<file path="src/rtl/fp_pkg.sv">
// Shared sizes and the stage payload used by the FP adder normalisation stage.
// The bias constant belongs to the wider FP datapath and is kept here for it.
package fp_pkg;

    localparam int SIZE_MAN  = 28;
    localparam int SIZE_EXP  = 8;
    localparam int SIZE_LOPD = 8;
    localparam int POS_W     = $clog2(SIZE_MAN);

    localparam logic [SIZE_EXP-1:0] EXP_BIAS = SIZE_EXP'(127);

    typedef struct packed {
        logic [SIZE_MAN-1:0]  mant;
        logic [SIZE_EXP-1:0]  exp;
        logic                 sign;
        logic [SIZE_LOPD-1:0] shift;
        logic                 zero;
        logic                 ovf;
        logic                 unf;
    } norm_payload_t;

endpackage

</file>
<file path="src/rtl/lopd_count.sv">
// Combinational priority encoder: index of the most significant set bit, plus an all-zero flag.
module lopd_count #(
    parameter int W  = 28,
    parameter int PW = $clog2(W)
) (
    input  logic [W-1:0]  i_vec,
    output logic [PW-1:0] o_pos,
    output logic          o_zero
);

    always_comb begin
        o_pos  = '0;
        o_zero = 1'b1;
        // Ascending scan so the highest set bit wins.
        for (int k = 0; k < W; k++) begin
            if (i_vec[k]) begin
                o_pos  = PW'(k);
                o_zero = 1'b0;
            end
        end
    end

endmodule

</file>
<file path="src/rtl/fp_norm_stage.sv">
// Two-stage normalisation of the mantissa sum: S1 finds the leading one, S2 shifts
// and resolves the overflow/underflow/zero flags; valid/ready with full backpressure.
module fp_norm_stage
    import fp_pkg::*;
(
    input  logic                 i_clk,
    input  logic                 i_rst_n,
    input  logic                 i_valid,
    output logic                 o_ready,
    input  logic [SIZE_MAN-1:0]  i_mant_sum,
    input  logic [SIZE_EXP-1:0]  i_exp_value,
    input  logic                 i_sign,
    output logic                 o_valid,
    input  logic                 i_ready,
    output logic [SIZE_MAN-2:0]  o_mant_norm,
    output logic [SIZE_EXP-1:0]  o_exp_value,
    output logic                 o_sign,
    output logic [SIZE_LOPD-1:0] o_lopd_value,
    output logic                 o_overflow,
    output logic                 o_underflow,
    output logic                 o_zero_flag
);

    norm_payload_t s1_q, s1_d, s2_q, s2_d;
    logic          s1_valid_q, s2_valid_q;
    logic          s2_can_load, s1_move, accept;
    logic [POS_W-1:0]    lead_pos;
    logic                lead_zero;
    logic [SIZE_MAN-2:0] mant_lo;
    logic [SIZE_EXP-1:0] clamp_amt;
    logic                unused_bits;

    assign s2_can_load = !s2_valid_q || i_ready;
    assign s1_move     = s1_valid_q && s2_can_load;
    assign o_ready     = !s1_valid_q || s2_can_load;
    assign accept      = i_valid && o_ready;

    lopd_count #(.W(SIZE_MAN), .PW(POS_W)) u_lopd (
        .i_vec  (i_mant_sum),
        .o_pos  (lead_pos),
        .o_zero (lead_zero)
    );

    always_comb begin
        s1_d       = '0;
        s1_d.mant  = i_mant_sum;
        s1_d.exp   = i_exp_value;
        s1_d.sign  = i_sign;
        s1_d.zero  = lead_zero;
        s1_d.ovf   = i_mant_sum[SIZE_MAN-1];
        if (!lead_zero && !i_mant_sum[SIZE_MAN-1]) begin
            s1_d.shift = SIZE_LOPD'(SIZE_MAN-2) - SIZE_LOPD'(lead_pos);
        end
    end

    assign mant_lo   = s1_q.mant[SIZE_MAN-2:0];
    assign clamp_amt = (s1_q.exp == '0) ? '0 : s1_q.exp - 1'b1;

    always_comb begin
        s2_d      = '0;
        s2_d.exp  = s1_q.exp;
        s2_d.sign = s1_q.sign;
        s2_d.zero = s1_q.zero;
        s2_d.ovf  = s1_q.ovf;
        if (s1_q.zero) begin
            s2_d.mant = '0;
        end else if (s1_q.ovf) begin
            s2_d.mant = {1'b0, s1_q.mant[SIZE_MAN-1:2], s1_q.mant[1] | s1_q.mant[0]};
        end else if (s1_q.shift == '0) begin
            s2_d.mant = {1'b0, mant_lo};
        end else if (s1_q.shift < SIZE_LOPD'(s1_q.exp)) begin
            s2_d.mant  = {1'b0, mant_lo << s1_q.shift};
            s2_d.shift = '0 - s1_q.shift;
        end else begin
            // Exponent cannot absorb the full shift: stop at the denormal boundary.
            s2_d.mant = {1'b0, mant_lo << clamp_amt};
            s2_d.unf  = 1'b1;
        end
    end

    always_ff @(posedge i_clk or negedge i_rst_n) begin
        if (!i_rst_n) begin
            s1_valid_q <= 1'b0;
            s2_valid_q <= 1'b0;
            s1_q       <= '0;
            s2_q       <= '0;
        end else begin
            if (o_ready) s1_valid_q <= i_valid;
            if (s2_can_load) s2_valid_q <= s1_valid_q;
            if (accept) s1_q <= s1_d;
            if (s1_move) s2_q <= s2_d;
        end
    end

    assign o_valid      = s2_valid_q;
    assign o_mant_norm  = s2_q.mant[SIZE_MAN-2:0];
    assign o_exp_value  = s2_q.exp;
    assign o_sign       = s2_q.sign;
    assign o_lopd_value = s2_q.shift;
    assign o_overflow   = s2_q.ovf;
    assign o_underflow  = s2_q.unf;
    assign o_zero_flag  = s2_q.zero;

    assign unused_bits = s1_q.unf ^ s2_q.mant[SIZE_MAN-1];

endmodule

</file>
<file path="config.mk">
export PLATFORM = sky130hd
export DESIGN_NAME = fp_norm_stage
export DESIGN_NICKNAME = d
export VERILOG_FILES = /design/src/rtl/fp_pkg.sv /design/src/rtl/lopd_count.sv /design/src/rtl/fp_norm_stage.sv
export SDC_FILE = /design/constraint.sdc
export NUM_CORES = 1
export LEC_CHECK = 0
export CAP_MARGIN = 20
export CELL_PAD_IN_SITES_DETAIL_PLACEMENT = 2
export CELL_PAD_IN_SITES_GLOBAL_PLACEMENT = 2
export CORE_MARGIN = 3
export CORE_UTILIZATION = 34
export CTS_CLUSTER_DIAMETER = 40
export DETAILED_ROUTE_END_ITERATION = 8
export PLACE_DENSITY_LB_ADDON = 0.2
export SLEW_MARGIN = 20
export SYNTH_ARGS = -nofsm -noshare
export SYNTH_HDL_FRONTEND = slang
export SYNTH_HIERARCHICAL = 1
export SYNTH_SLANG_ARGS = --single-unit
</file>
<file path="constraint.sdc">
create_clock -name i_clk -period 3.6 [get_ports i_clk]
set_input_delay 0.36 -clock i_clk [delete_from_list [all_inputs] [get_ports i_clk]]
set_output_delay 0.36 -clock i_clk [all_outputs]
set_load 0.02 [all_outputs]
</file>
Word level (Yosys, flattened, before mapping):

Cells that the tools add are included.

* flip-flop bits (word level): 96
* bits of input ports: 41
* output and inout port bits: 49
* word-level logic and storage cells: 102

* add/subtract/negate cells: 3
* $lt $le $gt $ge: 1
* shifts and indexed selects: 2
* multiplexer cells: 69
* bitwise gates (word level): 1
* reductions and logical operators: 11

Operator list (number)
* $mux 27: 4
* $mux 5: 12
* $shl 27x8->27: 2
* $mux 8: 6
* $mux 1: 33
* $mux 4: 8
* $logic_not 8->1: 2
* $mux 3: 4
* $lt 8x8->1: 1
* $sub 1x8->8 const A: 1
* $sub 8x1->8 const B: 1
* $sub 5x5->6 const A: 1
* $logic_not 1->1: 4
* $mux 2: 2
* $logic_and 1x1->1: 3
* $logic_or 1x1->1: 2
* $or 1x1->1: 1

Longest topological paths before layout:

* depth after elaboration: 31
* mapped depth: 14
* gate-level depth less buffers: 11

Hierarchy:

The synthesis kept the hierarchy.

Modules (own cells, without submodules)
* fp_norm_stage: instances 1, cells each 698, area an instance 6281.0 µm², sequential area each 2327.2 µm²
* lopd_count: instances 1, cells each 54, area an instance 314.1 µm², sequential area each 0.0 µm²

Worst setup path after synthesis:

No wires, ideal clock.

* kind: register to register
* start point: register s1_q[14] (netlist name)
* end point: register s2_q, in the netlist o_mant_norm[22]
* setup time: 0.065 ns
* data arrival time: 3.167 ns
* data required time: 3.535 ns
* path slack: 0.368 ns
* cell stages (with the launch flop): 14
* path buffers: 2
* period minus slack after synthesis: 3.232 ns
* cell sequence: dfrtp_1 -> inv_1 -> ha_1 -> nor3_1 -> nor2_1 -> o211ai_1 -> clkbuf_1 -> a21boi_1 -> nor2_1 -> clkbuf_1 -> mux2i_1 -> nand2_1 -> a311o_1 -> nand2_1

* cells in the longest elaborated chain, start to end: 7
* elaborated cells between the ends (all ways): 9
* those cells by class: add/sub (1); order compare (1); shift (1); mux (5); reduce/logical (1)

Ends and longest elaborated chain
* start: declaration: line fp_norm_stage.sv:24 `norm_payload_t s1_q, s1_d, s2_q, s2_d;`
* start signal: assignment: line fp_norm_stage.sv:85 `s1_q <= '0;`
* start signal: assignment: line fp_norm_stage.sv:90 `if (accept) s1_q <= s1_d;`
* $sub 8x1->8 / $logic_not 8->1 (equally long branches): line fp_norm_stage.sv:57 `assign clamp_amt = (s1_q.exp == '0) ? '0 : s1_q.exp - 1'b1;`
* $mux 8: line fp_norm_stage.sv:57
* $shl 27x8->27: line fp_norm_stage.sv:76 `s2_d.mant = {1'b0, mant_lo << clamp_amt};`
* $mux 27 (*): line fp_norm_stage.sv:71 `end else if (s1_q.shift < SIZE_LOPD'(s1_q.exp)) begin`
* $mux 27 (*): line fp_norm_stage.sv:69 `end else if (s1_q.shift == '0) begin`
* $mux 27 (*): line fp_norm_stage.sv:67 `end else if (s1_q.ovf) begin`
* $mux 27 (*): line fp_norm_stage.sv:65 `if (s1_q.zero) begin`
* end signal: assignment: line fp_norm_stage.sv:86 `s2_q <= '0;`
* end signal: assignment: line fp_norm_stage.sv:91 `if (s1_move) s2_q <= s2_d;`
* end: declaration: line fp_norm_stage.sv:24

Every way passes the cells marked *; elsewhere a longest branch is shown, timed or not.
A chain may end at the register's enable or synchronous reset.

Worst setup path after layout:

* start point: register s1_q[15] (netlist name)
* end point: register s2_q, in the netlist o_mant_norm[13]

Same word-level chain as after synthesis.

==> results.md <==
* RR Endpoint: o_mant_norm[13]
* Largest net degree at the start of global routing at 67
* Syn_area_per_cell at 8.77 µm²
* Post-synthesis adder-cell area fraction at 2.09%
* Crit-path max FO at 6
* Initial Util at 34.9%
* RePlAce Congestion at 0.959
* Global-route wire length before repair at 45100 µm
* Synth Area in Compound Gates at 27.2%
* Clock skew at 0.0108 ns
* Crit path DAT at 3.95 ns
* CP cell instances: inv_1 -> ha_1 -> o21ai_0 -> nor2_1 -> o211ai_1 -> buf_4 -> a221oi_1 -> a21oi_1 -> a22o_1 -> a221oi_2 -> a221oi_1 -> a211oi_1
* Mapped Area at 6600 µm²
* Global Route Usage Sum at 27.0%
* R2R setup slack at -0.08 ns
* Total Power at 5.84 mW
* Hold_buf cts at 0
* Synth Area in Simple Gates at 16.9%
* Critical Path Max Stage Delay at 0.57 ns
* CTS clock-pin slew for the worst setup and hold paths at 0.08 ns
* Final Hold Viols at 0
* RR Startpoint: s1_q[15]
* Die height at 145 µm
* Ys Warns at 6
* Post-Route WL at 29600 µm
* Unique masters post-synth at 66
* FF-to-FF path depth at 12
* Core ar. at 18900 µm²
* Worst slew pin tran at 0.941 ns
* CTS Buf Count at 9
* Sequential element share of the synthesized area at 35.3%
* Synth Instances at 752
* Residual DRC at 0
* Post-synthesis xor/xnor area fraction at 1.20%
* DIE AREA at 21100 µm²
* Fin crit share at 102%
* Max Root-Sink Buffers at 2
* Crit-path most repeated cell: a221oi_1
* VDD IR max at 281 µV
* Failing checks: setup timing
* Die X at 145 µm
* WHS at 0.128 ns
* Maxcap violations at 0
* Slowest-stage cell, CP: a221oi_1
* Layout area overhead at 30.5%
* CP Capture Type: register
* FFs w/ async S/R, synth at 100%
* CTS tree: built
* H-tree levels at 3
* Flops & latches, synth at 93
* Number of diodes at 0
* Congestion Overflow GR at 0
* EDFF count, synth at 0
* Antenna violations before repair at 0
* Mux contribution to synthesized area at 12.7%
* Max Slew Vio Count at 0
* Insertion delay to the later sink of the worst-skew pair at 0.36 ns
* Share of layout cells above drive strength 1 at 19.6%
* Pwr per Cell Area at 678 nW/µm²
* Required time worst endpoint at 3.87 ns
* Final TNS setup at -0.125 ns
* Vias at 6979
* Vias in the first global route at 7293
* Crit path launch type: register
* CTS Root Cell: clkbuf_16
* DRT antenna net count at 0
* Leakage at 3.49 nW
* Minimum clock period at 3.68 ns
* CP startpoint: s1_q[15]
* Final worst setup slack at -0.0772 ns
* HPWL Detailed at 22300 µm
* Pre-CTS setup slack at -0.0541 ns
* DR WL/cell at 26.3 µm
* Largest family of logic cells by synthesized area: compound AO/OA/AOI/OAI gates
* Final-stage net count at 913
* Slew margin rel. at 37.2%
* # clock sinks at 93
* PortBufs at 89
* Crit Path Class: reg2reg
* Post-Syn Nets at 804
* Top_reg_cell synth: dfrtp_1
* Peak Freq at 272 MHz
* DR iter-0 viols at 542
* Setup Viol. Count Final at 3
* DRT Pass-1 Iters at 5
* Unrepaired setup endpoints after global routing: true
* Setup crit end: o_mant_norm[13]
* Vias per inst at 6.20
* Hold Crit Class: in2async
* # IOs at 90
* Rows at 50
* Status: finished with violations
-- critical path, delay by kind of cell (launching register included) --
kind	cells	cell delay, ns
AOI/OAI and AO/OA	8	2.18
adders and majority gates	1	0.30
buffers and inverters	2	0.42
DFF	1	0.44
and+or+nand+nor	1	0.25
-- worst min path at each step --
stage	end	slack (ns)	depth (start not counted)
final	o_lopd_value[5]	0.13	1
after global routing	o_lopd_value[5]	0.19	1
after CTS	o_lopd_value[5]	0.16	1
after detailed placement	o_exp_value[7]	0.47	2
after global placement	o_exp_value[7]	0.46	2
after floorplan	mant_lo[0]	0.06	0
-- state kept, by name, indices dropped and copies added, names as in the netlist --
| register | flops |
|---|---|
| o_overflow | 1 |
| o_underflow | 1 |
| o_zero_flag | 1 |
| o_lopd_value | 8 |
| o_mant_norm | 27 |
| o_sign | 1 |
| mant_lo | 27 |
| s1_q | 17 |
| o_valid | 1 |
| o_exp_value | 8 |
| s1_valid_q | 1 |
-- report_power, final --
part           internal (mW)  total [mW]  switching (mW)
sequential              1.28        1.57           0.285
combinational           1.36        3.27            1.92
clock                  0.511       0.997           0.487
-- layer usage --
layer	GRT usage, %	part of all wire (%)	routed length, µm	up-vias
li1	-	-	-	3086
met1	39.2	47	13800	3610
met2	42.0	46	13600	238
met3	3.62	4.8	1410	45
met4	7.98	2.6	772	0
met5	0	0	0	-
-- placed cells by master (no fill, tap or decap), drive strengths merged, types with 13 or more instances in the layout --
cell type / synthesis / final
dfrtp: 93 / 93
clkdlybuf4s50: 0 / 88
nand2: 84 / 84
o21ai: 68 / 68
buf: 11 / 60
mux2: 44 / 44
nor2: 38 / 38
a21oi: 35 / 35
mux2i: 34 / 34
inv: 24 / 30
nor3: 27 / 27
a211oi: 25 / 25
nand3: 22 / 22
nor4: 18 / 18
o211ai: 14 / 14
a221oi: 14 / 14
a22oi: 13 / 13
-- per-stage QoR --
step | instances | instance area [µm²] | utilization (%)
3_3_place_gp | 1106 | 8080 | 42.8
4_1_cts | 1122 | 8390 | 44.4
3_5_place_dp | 1106 | 8080 | 42.8
5_1_grt | 1126 | 8610 | 45.5
2_1_floorplan | 752 | 6600 | -
6_report | 1126 | 8610 | 45.5
-- synth_stat cells, drive strengths merged, types with 9 or more instances --
library cell	n	share of area [%]
nand3	22	1.7
o21ai	68	5.2
mux2i	34	5.2
clkbuf	40	2.3
o211ai	14	1.6
nor4	18	2.2
nor2	38	2.2
and3	9	0.85
a22o	11	1.5
a221oi	14	1.9
a21oi	35	2.7
mux2	44	7.5
inv	24	1.4
nand2	84	4.8
a22oi	13	1.5
a211oi	25	2.9
ha	11	2.1
buf	11	0.97
dfrtp	93	35
a31oi	9	0.85
nor3	27	2.0
-- cell families (layout without fill, tap and decap cells) --
family	after synthesis	after routing
compound gates	258	258
simple gates	228	228
flops	93	93
mux	78	78
buf+inv	75	189
fa+ha+maj	11	11
xor+xnor	9	9
-- final cells by class --
class | count | area, µm²
fill | 2029 | 10300
multi-input combinational | 584 | 4150
sequential | 93 | 2330
timing repair buffer | 149 | 1410
tap | 260 | 325
clock buffer | 10 | 239
inverter | 24 | 90.1
clock inverter | 6 | 60.1
-- repair_timing --
action	CTS	global route
setup endpoints to repair	1	20
gates resized for setup	1	41
buffers inserted	0	3
cloned	0	1
pin swaps	0	5
Power figures use the tool's default switching activity.
